`src/rtl/bus_datapath_pkg.sv`:
```
// Shared encodings for the single-bus datapath: bus sources, ALU operations
// and the ALU / memory FSM states.
package bus_datapath_pkg;

  typedef enum logic [3:0] {
    SRC_GPR    = 4'd0,
    SRC_PC     = 4'd1,
    SRC_MDR    = 4'd2,
    SRC_HI     = 4'd3,
    SRC_LO     = 4'd4,
    SRC_ZHI    = 4'd5,
    SRC_ZLO    = 4'd6,
    SRC_INPORT = 4'd7,
    SRC_CONST  = 4'd8
  } bus_src_e;

  typedef enum logic [3:0] {
    OP_ADD  = 4'd0,
    OP_SUB  = 4'd1,
    OP_AND  = 4'd2,
    OP_OR   = 4'd3,
    OP_SHR  = 4'd4,
    OP_SHRA = 4'd5,
    OP_SHL  = 4'd6,
    OP_ROR  = 4'd7,
    OP_ROL  = 4'd8,
    OP_MUL  = 4'd9,
    OP_DIV  = 4'd10,
    OP_NEG  = 4'd11,
    OP_NOT  = 4'd12
  } alu_op_e;

  typedef enum logic [1:0] {
    A_IDLE = 2'd0,
    A_RUN  = 2'd1,
    A_DONE = 2'd2
  } alu_state_e;

  typedef enum logic {
    M_IDLE = 1'b0,
    M_WAIT = 1'b1
  } mem_state_e;

endpackage

```
`src/rtl/alu_seq.sv`:
```
// ALU with single-cycle logic/arith/shift ops and iterative signed MUL
// (shift-add on magnitudes) and DIV (restoring on magnitudes), result into Z.
module alu_seq
  import bus_datapath_pkg::*;
#(
  parameter int unsigned DATA_W = 32
) (
  input  logic                  clk,
  input  logic                  clr,
  input  logic                  start,
  input  logic [3:0]            op,
  input  logic [DATA_W-1:0]     a,
  input  logic [DATA_W-1:0]     b,
  output logic [2*DATA_W-1:0]   z,
  output logic                  carry,
  output logic                  fin_c,
  output logic                  busy_nxt_c
);

  localparam int unsigned SH_W  = $clog2(DATA_W);
  localparam int unsigned CNT_W = $clog2(DATA_W);
  localparam int unsigned XW    = DATA_W + 1;
  localparam int unsigned ZW    = 2 * DATA_W;

  alu_state_e          state, state_d;
  alu_op_e             op_e;
  logic                iter_op;
  logic [SH_W-1:0]     sh;
  logic [DATA_W-1:0]   sc_res;
  logic                sc_carry;
  logic [ZW-1:0]       rot;

  logic [DATA_W-1:0]   hi, lo, mag, a_keep;
  logic [CNT_W-1:0]    cnt;
  logic                is_div, q_neg, r_neg, div0;
  logic [XW-1:0]       mul_sum, div_sh;
  logic [DATA_W-1:0]   div_sub, hi_n, lo_n, quo, rem;
  logic                div_ge;
  logic [ZW-1:0]       prod, z_fin;

  assign op_e    = alu_op_e'(op);
  assign iter_op = (op_e == OP_MUL) || (op_e == OP_DIV);
  assign sh      = b[SH_W-1:0];

  function automatic logic [DATA_W-1:0] mag_of(input logic [DATA_W-1:0] v);
    return v[DATA_W-1] ? ~v + DATA_W'(1) : v;
  endfunction

  always_ff @(posedge clk) begin
    if (!clr) state <= A_IDLE;
    else      state <= state_d;
  end

  always_comb begin
    state_d    = state;
    fin_c      = 1'b0;
    busy_nxt_c = 1'b0;
    case (state)
      A_IDLE: if (start) begin
        if (iter_op) state_d = A_RUN;
        else begin
          state_d = A_DONE;
          fin_c   = 1'b1;
        end
      end
      A_RUN: if (cnt == CNT_W'(DATA_W - 1)) begin
        state_d = A_DONE;
        fin_c   = 1'b1;
      end
      A_DONE:  state_d = A_IDLE;
      default: state_d = A_IDLE;
    endcase
    busy_nxt_c = (state_d != A_IDLE);
  end

  // Single-cycle result; the high half of Z is always zero for these ops
  always_comb begin
    sc_res   = '0;
    sc_carry = 1'b0;
    rot      = '0;
    case (op_e)
      OP_ADD:  {sc_carry, sc_res} = {1'b0, a} + {1'b0, b};
      OP_SUB:  {sc_carry, sc_res} = {1'b0, a} + {1'b0, ~b} + XW'(1);
      OP_AND:  sc_res = a & b;
      OP_OR:   sc_res = a | b;
      OP_SHR:  sc_res = a >> sh;
      OP_SHRA: sc_res = $signed(a) >>> sh;
      OP_SHL:  sc_res = a << sh;
      OP_ROR: begin
        rot    = {a, a} >> sh;
        sc_res = rot[DATA_W-1:0];
      end
      OP_ROL: begin
        rot    = {a, a} << sh;
        sc_res = rot[ZW-1:DATA_W];
      end
      OP_NEG:  sc_res = ~b + DATA_W'(1);
      OP_NOT:  sc_res = ~b;
      default: sc_res = '0;
    endcase
  end

  // One MUL or DIV iteration on the magnitude registers
  always_comb begin
    mul_sum = {1'b0, hi} + (lo[0] ? {1'b0, mag} : '0);
    div_sh  = {hi, lo[DATA_W-1]};
    div_ge  = div_sh >= {1'b0, mag};
    div_sub = div_sh[DATA_W-1:0] - mag;
    if (is_div) begin
      hi_n = div_ge ? div_sub : div_sh[DATA_W-1:0];
      lo_n = {lo[DATA_W-2:0], div_ge};
    end else begin
      hi_n = mul_sum[DATA_W:1];
      lo_n = {mul_sum[0], lo[DATA_W-1:1]};
    end
    prod  = {hi_n, lo_n};
    quo   = q_neg ? ~lo_n + DATA_W'(1) : lo_n;
    rem   = r_neg ? ~hi_n + DATA_W'(1) : hi_n;
    z_fin = q_neg ? ~prod + ZW'(1) : prod;
    if (is_div) z_fin = div0 ? {a_keep, {DATA_W{1'b1}}} : {rem, quo};
  end

  always_ff @(posedge clk) begin
    if (!clr) begin
      z      <= '0;
      carry  <= 1'b0;
      hi     <= '0;
      lo     <= '0;
      mag    <= '0;
      a_keep <= '0;
      cnt    <= '0;
      is_div <= 1'b0;
      q_neg  <= 1'b0;
      r_neg  <= 1'b0;
      div0   <= 1'b0;
    end else if (state == A_IDLE && start) begin
      if (iter_op) begin
        cnt    <= '0;
        hi     <= '0;
        is_div <= (op_e == OP_DIV);
        q_neg  <= a[DATA_W-1] ^ b[DATA_W-1];
        r_neg  <= a[DATA_W-1];
        div0   <= (b == '0);
        a_keep <= a;
        lo     <= (op_e == OP_DIV) ? mag_of(a) : mag_of(b);
        mag    <= (op_e == OP_DIV) ? mag_of(b) : mag_of(a);
      end else begin
        z     <= {{DATA_W{1'b0}}, sc_res};
        carry <= sc_carry;
      end
    end else if (state == A_RUN) begin
      hi  <= hi_n;
      lo  <= lo_n;
      cnt <= cnt + CNT_W'(1);
      if (fin_c) begin
        z     <= z_fin;
        carry <= is_div & div0;
      end
    end
  end

endmodule

```
`src/rtl/bus_datapath_gen.sv`:
```
// Parametrised single-bus datapath: register file, PC/IR/MAR/MDR/HI/LO/Y,
// encoded bus mux, sequential ALU and a request/acknowledge memory port.
module bus_datapath_gen
  import bus_datapath_pkg::*;
#(
  parameter int unsigned DATA_W   = 32,
  parameter int unsigned NUM_REGS = 16,
  parameter int unsigned R0_ZERO  = 1,
  parameter int unsigned IDX_W    = $clog2(NUM_REGS)
) (
  input  logic                  clk,
  input  logic                  clr,
  input  logic [3:0]            bus_src,
  input  logic [IDX_W-1:0]      src_idx,
  input  logic [IDX_W-1:0]      dst_idx,
  input  logic                  reg_in,
  input  logic                  pc_in,
  input  logic                  inc_pc,
  input  logic                  ir_in,
  input  logic                  mar_in,
  input  logic                  hi_in,
  input  logic                  lo_in,
  input  logic                  y_in,
  input  logic                  mdr_in,
  input  logic                  mem_rd,
  input  logic                  mem_wr,
  input  logic [3:0]            alu_op,
  input  logic                  alu_start,
  input  logic [DATA_W-1:0]     inport_data,
  input  logic [DATA_W-1:0]     const_data,
  input  logic [DATA_W-1:0]     mem_rdata,
  input  logic                  mem_ack,
  output logic                  mem_req,
  output logic                  mem_we,
  output logic [DATA_W-1:0]     mem_addr,
  output logic [DATA_W-1:0]     mem_wdata,
  output logic [DATA_W-1:0]     bus_out,
  output logic [DATA_W-1:0]     ir_out,
  output logic [2*DATA_W-1:0]   z_out,
  output logic                  carry,
  output logic                  busy,
  output logic                  done
);

  logic [DATA_W-1:0] gpr [NUM_REGS];
  logic [DATA_W-1:0] pc, mar, mdr, hi_r, lo_r, y;
  logic [DATA_W-1:0] gpr_rd;
  logic              r0_hit_rd, r0_hit_wr;
  logic              alu_fin_c, alu_busy_nxt_c;
  mem_state_e        mem_state, mem_state_d;
  logic              mem_fin_c;

  assign mem_addr  = mar;
  assign mem_wdata = mdr;

  assign r0_hit_rd = (R0_ZERO != 0) && (src_idx == '0);
  assign r0_hit_wr = (R0_ZERO != 0) && (dst_idx == '0);
  assign gpr_rd    = r0_hit_rd ? '0 : gpr[src_idx];

  always_comb begin
    bus_out = '0;
    case (bus_src_e'(bus_src))
      SRC_GPR:    bus_out = gpr_rd;
      SRC_PC:     bus_out = pc;
      SRC_MDR:    bus_out = mdr;
      SRC_HI:     bus_out = hi_r;
      SRC_LO:     bus_out = lo_r;
      SRC_ZHI:    bus_out = z_out[2*DATA_W-1:DATA_W];
      SRC_ZLO:    bus_out = z_out[DATA_W-1:0];
      SRC_INPORT: bus_out = inport_data;
      SRC_CONST:  bus_out = const_data;
      default:    bus_out = '0;
    endcase
  end

  // MDR is owned by the memory port while a transaction is outstanding
  always_ff @(posedge clk) begin
    if (!clr) begin
      gpr    <= '{default: '0};
      pc     <= '0;
      ir_out <= '0;
      mar    <= '0;
      mdr    <= '0;
      hi_r   <= '0;
      lo_r   <= '0;
      y      <= '0;
    end else begin
      if (reg_in && !r0_hit_wr) gpr[dst_idx] <= bus_out;
      if (pc_in)       pc <= bus_out;
      else if (inc_pc) pc <= pc + DATA_W'(1);
      if (ir_in)  ir_out <= bus_out;
      if (mar_in) mar    <= bus_out;
      if (hi_in)  hi_r   <= bus_out;
      if (lo_in)  lo_r   <= bus_out;
      if (y_in)   y      <= bus_out;
      if (mem_state == M_WAIT) begin
        if (mem_ack && !mem_we) mdr <= mem_rdata;
      end else if (mdr_in) begin
        mdr <= bus_out;
      end
    end
  end

  always_ff @(posedge clk) begin
    if (!clr) mem_state <= M_IDLE;
    else      mem_state <= mem_state_d;
  end

  always_comb begin
    mem_state_d = mem_state;
    mem_fin_c   = 1'b0;
    case (mem_state)
      M_IDLE: if (mem_rd || mem_wr) mem_state_d = M_WAIT;
      M_WAIT: if (mem_ack) begin
        mem_state_d = M_IDLE;
        mem_fin_c   = 1'b1;
      end
      default: mem_state_d = M_IDLE;
    endcase
  end

  // Read wins when both requests arrive together
  always_ff @(posedge clk) begin
    if (!clr) begin
      mem_req <= 1'b0;
      mem_we  <= 1'b0;
      busy    <= 1'b0;
      done    <= 1'b0;
    end else begin
      mem_req <= (mem_state_d == M_WAIT);
      mem_we  <= (mem_state_d == M_WAIT) &&
                 ((mem_state == M_WAIT) ? mem_we : !mem_rd);
      busy    <= alu_busy_nxt_c || (mem_state_d == M_WAIT);
      done    <= alu_fin_c || mem_fin_c;
    end
  end

  alu_seq #(.DATA_W(DATA_W)) u_alu (
    .clk        (clk),
    .clr        (clr),
    .start      (alu_start),
    .op         (alu_op),
    .a          (y),
    .b          (bus_out),
    .z          (z_out),
    .carry      (carry),
    .fin_c      (alu_fin_c),
    .busy_nxt_c (alu_busy_nxt_c)
  );

endmodule

```
`config.mk`:
```
export PLATFORM = sky130hd
export DESIGN_NAME = bus_datapath_gen
export DESIGN_NICKNAME = d
export VERILOG_FILES = /design/src/rtl/bus_datapath_pkg.sv /design/src/rtl/alu_seq.sv /design/src/rtl/bus_datapath_gen.sv
export SDC_FILE = /design/constraint.sdc
export NUM_CORES = 2
export LEC_CHECK = 0
export BUFFER_PORTS_ARGS = -buffer_cell sky130_fd_sc_hd__buf_2
export CAP_MARGIN = 10
export CORE_MARGIN = 3
export CORE_UTILIZATION = 45
export CTS_CLUSTER_SIZE = 28
export DETAILED_ROUTE_END_ITERATION = 10
export PLACE_DENSITY = 0.6
export SLEW_MARGIN = 5
export SYNTH_ARGS = -nofsm -noshare
export SYNTH_HDL_FRONTEND = slang
export SYNTH_SLANG_ARGS = --single-unit
export TNS_END_PERCENT = 50
```
`constraint.sdc`:
```
create_clock -name clk -period 6.4 [get_ports clk]
set_clock_uncertainty 0.05 [all_clocks]
set_input_delay 0 -clock clk [delete_from_list [all_inputs] [get_ports clk]]
set_output_delay 0 -clock clk [all_outputs]
set_load 0.02 [all_outputs]
```
; Word level (Yosys, flattened, before mapping)
; Cells that the tools add are included.
[totals]
reg_bits = 944
wordCells = 183
[op_classes]
n_addsub = 12
order_cmp = 4
n_eq_ne = 25
shifts = 5
mux = 59
bitwise = 12
reduce_logical = 27
[op_table]
columns = op, count
row1 = two-way mux 32 bit, 25
row2 = bitwise mux 512 bit, 1
row3 = two-way mux 64 bit, 7
row4 = one-hot mux 32 bit (11 select lines), 1
row5 = one-hot mux 32 bit (9 select lines), 1
row6 = adder 32 x 1 -> 32 bit (second input constant), 5
row7 = binary-select mux 32 bit (select 4 bit), 1
row8 = demux 32 bit (select 4 bit), 1
row9 = inverter 32 bit, 4
row10 = adder 32 x 32 -> 33 bit, 2
row11 = adder 64 x 1 -> 64 bit (second input constant), 1
row12 = inverter 64 bit, 1
row13 = left shift 64 x 5 -> 64 bit, 1
row14 = >> shifter 64 x 5 -> 32 bit, 1
row15 = adder 32 x 33 -> 33 bit, 1
row16 = adder 33 x 1 -> 33 bit (second input constant), 1
row17 = greater-or-equal comparator 33 x 32 -> 1 bit, 1
row18 = AND 32 bit, 1
row19 = equality test 4 x 3 -> 1 bit (second input constant), 8
row20 = logical NOT 32 bit, 1
row21 = bitwise OR 32 bit, 1
row22 = left shift 32 x 5 -> 32 bit, 1
row23 = >> shifter 32 x 5 -> 32 bit, 1
row24 = >>> shifter 32 x 5 -> 32 bit, 1
row25 = other kinds (28), 75

; Longest topological paths before layout
[depth]
word_depth = 12
ltp_mapped = 30
depth_no_buf = 22

; By module
; From an unflattened synthesis, not the netlist that was laid out.
[hier_totals]
hier_cells = 7306
area_unflattened_um2 = 58726.3
[modules_own_cells]
columns = module, instances, cells_each, area_per_inst_um2
row1 = bus_datapath_gen, 1, 3330, 31539.0
row2 = alu_seq, 1, 3976, 27187.3

; Least setup slack after synthesis
; OpenSTA, ideal clock, no wires.
[synth_timing]
path_type = input port to flip-flop
start = input port src_idx[1]
end = register u_alu.carry
setup_ps = 129
t_arrival_ps = 6306
required_ps = 6221
setup_slack_ps = -85
path_stages = 25
path_cell_list = buf_2 > buf_2 > clkbuf_1 > mux4_2 > mux2i_1 > nor2_1 > nor4_1 > clkbuf_1 > buf_1 > clkbuf_1 > buf_1 > clkbuf_1 > ha_1 > a21o_1 > a2111oi_0 > o41ai_1 > a2111oi_0 > nor2_1 > a21o_1 > a21o_1 > a21oi_1 > nor2b_1 > o21ba_2 > o31ai_1 > o41ai_1
[synth_between]
elab_chain_cells = 12
word_cells_on_any_way = 14
cone_classes = 3 x add/sub / 8 x mux / 2 x bitwise / 1 x reduce/logical
[synth_lines]
columns = element, line_no
row1 = from (decl), bus_datapath_gen.sv:14  ; input logic [IDX_W-1:0] src_idx,
row2 = inverter 4 -> 5 bit (implied by the code), bus_datapath_gen.sv:58  ; assign gpr_rd = r0_hit_rd ? '0 : gpr[src_idx];
row3 = binary-select mux 32 bit (select 4 bit), bus_datapath_gen.sv:58
row4 = two-way mux 32 bit (implied by the code) (2 in series), bus_datapath_gen.sv:58
row5 = two-way mux 32 bit (*), bus_datapath_gen.sv:58
row6 = one-hot mux 32 bit (9 select lines) (*), bus_datapath_gen.sv:62  ; case (bus_src_e'(bus_src))
row7 = inverter 32 bit, alu_seq.sv:83  ; OP_SUB: {sc_carry, sc_res} = {1'b0, a} + {1'b0, ~b} + XW'(1);
row8 = adder 32 x 32 -> 33 bit, alu_seq.sv:83
row9 = adder 33 x 1 -> 33 bit, alu_seq.sv:83
row10 = one-hot mux 1 bit (2 select lines) (*), alu_seq.sv:81  ; case (op_e)
row11 = two-way mux 1 bit (*), alu_seq.sv:137  ; if (iter_op) begin
row12 = two-way mux 1 bit (*), alu_seq.sv:136  ; end else if (state == A_IDLE && start) begin
row13 = to (signal assigned), alu_seq.sv:149  ; carry <= sc_carry;
row14 = to (signal assigned), alu_seq.sv:157  ; carry <= is_div & div0;
row15 = to (decl), alu_seq.sv:15  ; output logic carry,
; Every way passes the cells marked *; elsewhere a longest branch is shown, timed or not. The select of a mux whose other input is x is not followed.
; A chain may end at the register's enable or synchronous reset.

; Final worst setup path
[layout_timing]
start = register pc[3]
end = register u_alu.z[27]
[layout_between]
elab_chain_cells = 7
word_cells_on_any_way = 14
cone_classes = 4 x add/sub / 5 x shift / 4 x mux / 1 x bitwise
[layout_lines]
columns = element, line_no
row1 = from (decl), bus_datapath_gen.sv:46  ; logic [DATA_W-1:0] pc, mar, mdr, hi_r, lo_r, y;
row2 = from (signal assigned), bus_datapath_gen.sv:89  ; if (pc_in) pc <= bus_out;
row3 = from (signal assigned), bus_datapath_gen.sv:90  ; else if (inc_pc) pc <= pc + DATA_W'(1);
row4 = one-hot mux 32 bit (9 select lines) (*), bus_datapath_gen.sv:62
row5 = inverter 32 bit, "alu_seq.sv:83, alu_seq.sv:97"
row6 = adder 32 x 32 -> 33 bit, alu_seq.sv:83
row7 = adder 33 x 1 -> 33 bit, alu_seq.sv:83
row8 = one-hot mux 32 bit (11 select lines) (*), alu_seq.sv:81
row9 = two-way mux 64 bit (*), alu_seq.sv:137
row10 = two-way mux 64 bit (*), alu_seq.sv:136
row11 = to (signal assigned), alu_seq.sv:148  ; z <= {{DATA_W{1'b0}}, sc_res};
row12 = to (signal assigned), alu_seq.sv:156  ; z <= z_fin;
row13 = to (decl), alu_seq.sv:14  ; output logic [2*DATA_W-1:0] z,
; Marks and branches as above.

==> results.toml <==
[clocking]
cts-root-buf = "clkbuf_16"
clock_sinks = 941
numCtsBuffers = 105
cts_setup_buffers = 0
cts-htree-levels = 3
clk_pin_slew_ns = 0.07
insertion_delay_ns = 0.78
tritoncts = "yes"
clock_path_buffers = 3

[critical_path]
worst-path-buf-inv = 5
cp_top_family = "compound AO/OA/AOI/OAI gates"
crit_top_cell = "buf_4"
endpoint_kind = "flip-flop"
critPathArrivalTime_ns = 6.87
path_depth = 22
crit_path_top_delay_cell = "nor4_2"
crit_path_max_incr_delay_ns = 1.09
r2r_cells = 22
start_kind = "flip-flop"
required_ns = 7.04
path_class = "reg -> reg"
path_cells = "mux2_2 > nand3_1 > o211ai_1 > nor4_2 > ha_1 > buf_4 > a2111oi_0 > buf_4 > nor4_1 > nor3_1 > buf_4 > a31oi_1 > a21oi_1 > buf_4 > o21ba_2 > buf_4 > nor2_1 > o32a_1 > a21oi_1 > nor3_1 > nor2_1 > o221a_1"
path_max_fanout = 6

[worst_hold_path]
whs_path_depth = 5
min-delay-path-class = "in -> reg"

[place]
placed_cell_area_sq_um = 63600
dp.final_hpwl_mm = 225
portBuffers = 323
placedCellCount = 9113
routabilityCongestion = 1.08

[global_routing]
antenna_found_initial = 44
grt_max_degree = 166
overflow = 0
grt_pass1_wl_mm = 435
grt_pass1_vias = 56929
grt_use_total = 0.442

[power_and_ir_drop]
combPwrFrac = 0.238
share_seq_of_total_power = 0.377
ir_drop_v = 0.000253
leakagePower_nw = 25.8
finalPower_mw = 16.6
p_clk_frac = 0.385
p_int_mw = 10.9
p_per_area_nw_per_um2 = 243
switching_share = 0.345
switchingPower_mw = 5.73

[logic_synthesis]
synth_compound_area_frac = 0.264
synth_cell_types = 101
synthMuxAreaShare = 0.101
avgSynthCellArea_sq_um = 8.02
async_reset_ff_frac = 0
synth-seq-cells = 941
syn-num-nets = 7644
yosysTopAreaCell = "dfxtp_1"
synth_simple_gate_area_frac = 0.179
synthesis.area_sq_um = 58800
yosys_warnings = 0
syn_inst = 7333
synth_xor_area_frac = 0.0393
synth_seq_area_share = 0.320
synth_ff_type = "dfxtp_1"
yosys-top-cells-area = "dfxtp_1 (32%), a211oi_1 (9.5%), nor2_1 (7.2%)"
synthAdderAreaFrac = 0.0396
synth_top_family_by_area = "compound AO/OA/AOI/OAI gates"
synth-edff-count = 0
synth_top_area_frac = 0.320

[timing]
setup_violations = 0
min_period_over_period = 0.973
rsz0062_at_grt = "no"
slew_headroom = 0.117
finalCriticalPeriod_ns = 6.23
fmax_mhz = 161
worst_slew_pin_slew_ns = 1.31
report.final.slew_viol_count = 0
hold_viol_final = 0

[route]
antenna_left = 0
remaining_drc_errors = 0
drtIter0Drc = 8891
routedWlPerCell_microns = 33.1
num_vias = 62552
dr.pass1.iters = 6
viasPerCell = 6.64
drt-total-wl_mm = 312

[final_layout]
instances_no_fill = 9427
n_fill_cell = 12437
multi_input_area_sq_um = 37000
area_delta_synth_final_pct = 16.1
fin_util = 0.527
final_common_cell = "nor2_1"
stdcell_area_sq_um = 68300
regArea_sq_um = 18800
drive_above_1_share = 0.159
most-common-layout-cells = "nor2_1 (1108), dfxtp_1 (937), a211oi_1 (740), nand2_1 (636), a21oi_1 (458)"
nets = 7894

[die]
core_sq_um = 130000
die_h_microns = 368
die-area_sq_um = 135000
initial_core_util = 0.454
die_w_microns = 368
fp-row-count = 132
io_pins = 324

[job]
max_cap_viol_count = 0

[status]
outcome = "finished, final reports clean"
## final cells by class
class	instances	area share
antenna	18	0.000659
tap	1742	0.0319
clock buffer	145	0.0430
inverter	157	0.00875
multi-input combinational	5531	0.542
timing repair buffer	847	0.0882
clock inverter	46	0.00951
sequential	941	0.276
## worst register-to-register path: stages (launching register included)
cell and delay, ns:
dfxtp_1 0.36, mux2_2 0.28, nand3_1 0.11, o211ai_1 0.32, nor4_2 1.09, ha_1 0.41, buf_4 0.16, a2111oi_0 0.54
buf_4 0.22, nor4_1 0.05, nor3_1 0.19, buf_4 0.17, a31oi_1 0.15, a21oi_1 0.19, buf_4 0.15, o21ba_2 0.17
buf_4 0.13, nor2_1 0.04, o32a_1 0.33, a21oi_1 0.40, nor3_1 0.13, nor2_1 0.30, o221a_1 0.23
## cell families after synthesis
| group | Yosys count |
|---|---|
| XOR/XNOR | 264 |
| adder cells (fa/ha/maj) | 184 |
| AO/OA/AOI/OAI | 2279 |
| buffers and inverters | 861 |
| flip-flops | 941 |
| AND/OR/NAND/NOR | 2400 |
| multiplexers | 404 |
## Yosys cell counts, drive strengths merged, types with 11 or more instances
cell / instances
a21boi: 11
xor2: 61
mux4: 146
nor2: 1127
o211ai: 110
a31oi: 59
clkbuf: 558
a21o: 44
a22oi: 63
nor2b: 35
ha: 180
nand3: 136
and2: 93
o21bai: 24
nand3b: 17
a211oi: 744
a21oi: 464
nand2: 637
or2: 17
dfxtp: 941
o41ai: 15
mux2: 44
o22ai: 42
o2111ai: 16
xnor2: 203
mux2i: 214
a22o: 18
o21ai: 362
nand4: 44
nand2b: 48
o31ai: 35
o21a: 18
buf: 146
a211o: 14
o221ai: 46
or3: 21
o221a: 14
nor4: 41
or4: 12
a221oi: 50
inv: 153
a2111oi: 21
and3: 40
nor3: 90
a311oi: 14
## routing by layer
metal  wire [microns]  share of wire  GRT usage
met5               97        0.00031          0
met1           128000           0.41      0.608
met4            19100          0.061      0.228
met2           125000           0.40      0.619
met3            40400           0.13      0.137
## through the flow
stage / setup TNS, ns / hold WS, ns / worst slack, ns
after floorplan: 0 / 0.131 / 0.0626
after global placement: -0.903 / 0.172 / -0.264
after detailed placement: 0 / 0.167 / 0.227
after CTS: 0 / 0.0109 / 0.370
after global routing: 0 / 0.0381 / 0.00216
final: 0 / 0.0402 / 0.175
## timing repair
item                       4_1_cts  5_1_grt
gates resized for setup          0        1
hold endpoints to repair       311        0
hold buffers                   105        0
setup endpoints to repair        0        3
## path summary, 6_finish.rpt
check             startpoint           to  slack (ns)
setup / recovery       pc[3]  u_alu.z[27]        0.17
hold / removal    dst_idx[0]     gpr[120]        0.04
setup reg to reg       pc[3]  u_alu.z[27]        0.17
hold reg to reg     gpr[493]     gpr[493]        0.41
## power by group through the flow
stage	Combinational, mW	Sequential [mW]	Clock (mW)
2_1_floorplan	2.03	6.34	0
3_3_place_gp	3.71	6.37	0
3_5_place_dp	3.70	6.37	0
4_1_cts	3.77	6.25	6.42
5_1_grt	4.06	6.27	6.67
6_report	3.96	6.26	6.39
## sequential cells by signal, indices dropped and copies added (netlist names), 32 cells and up
signal and cells:
u_alu.z 64, hi_r 32, gpr 510, u_alu.lo 32, lo_r 32, y 32
pc 32, mem_addr 32, u_alu.mag 32, u_alu.hi 32, mem_wdata 32, ir_out 32
No activity file was read; power rests on OpenSTA's default activity.
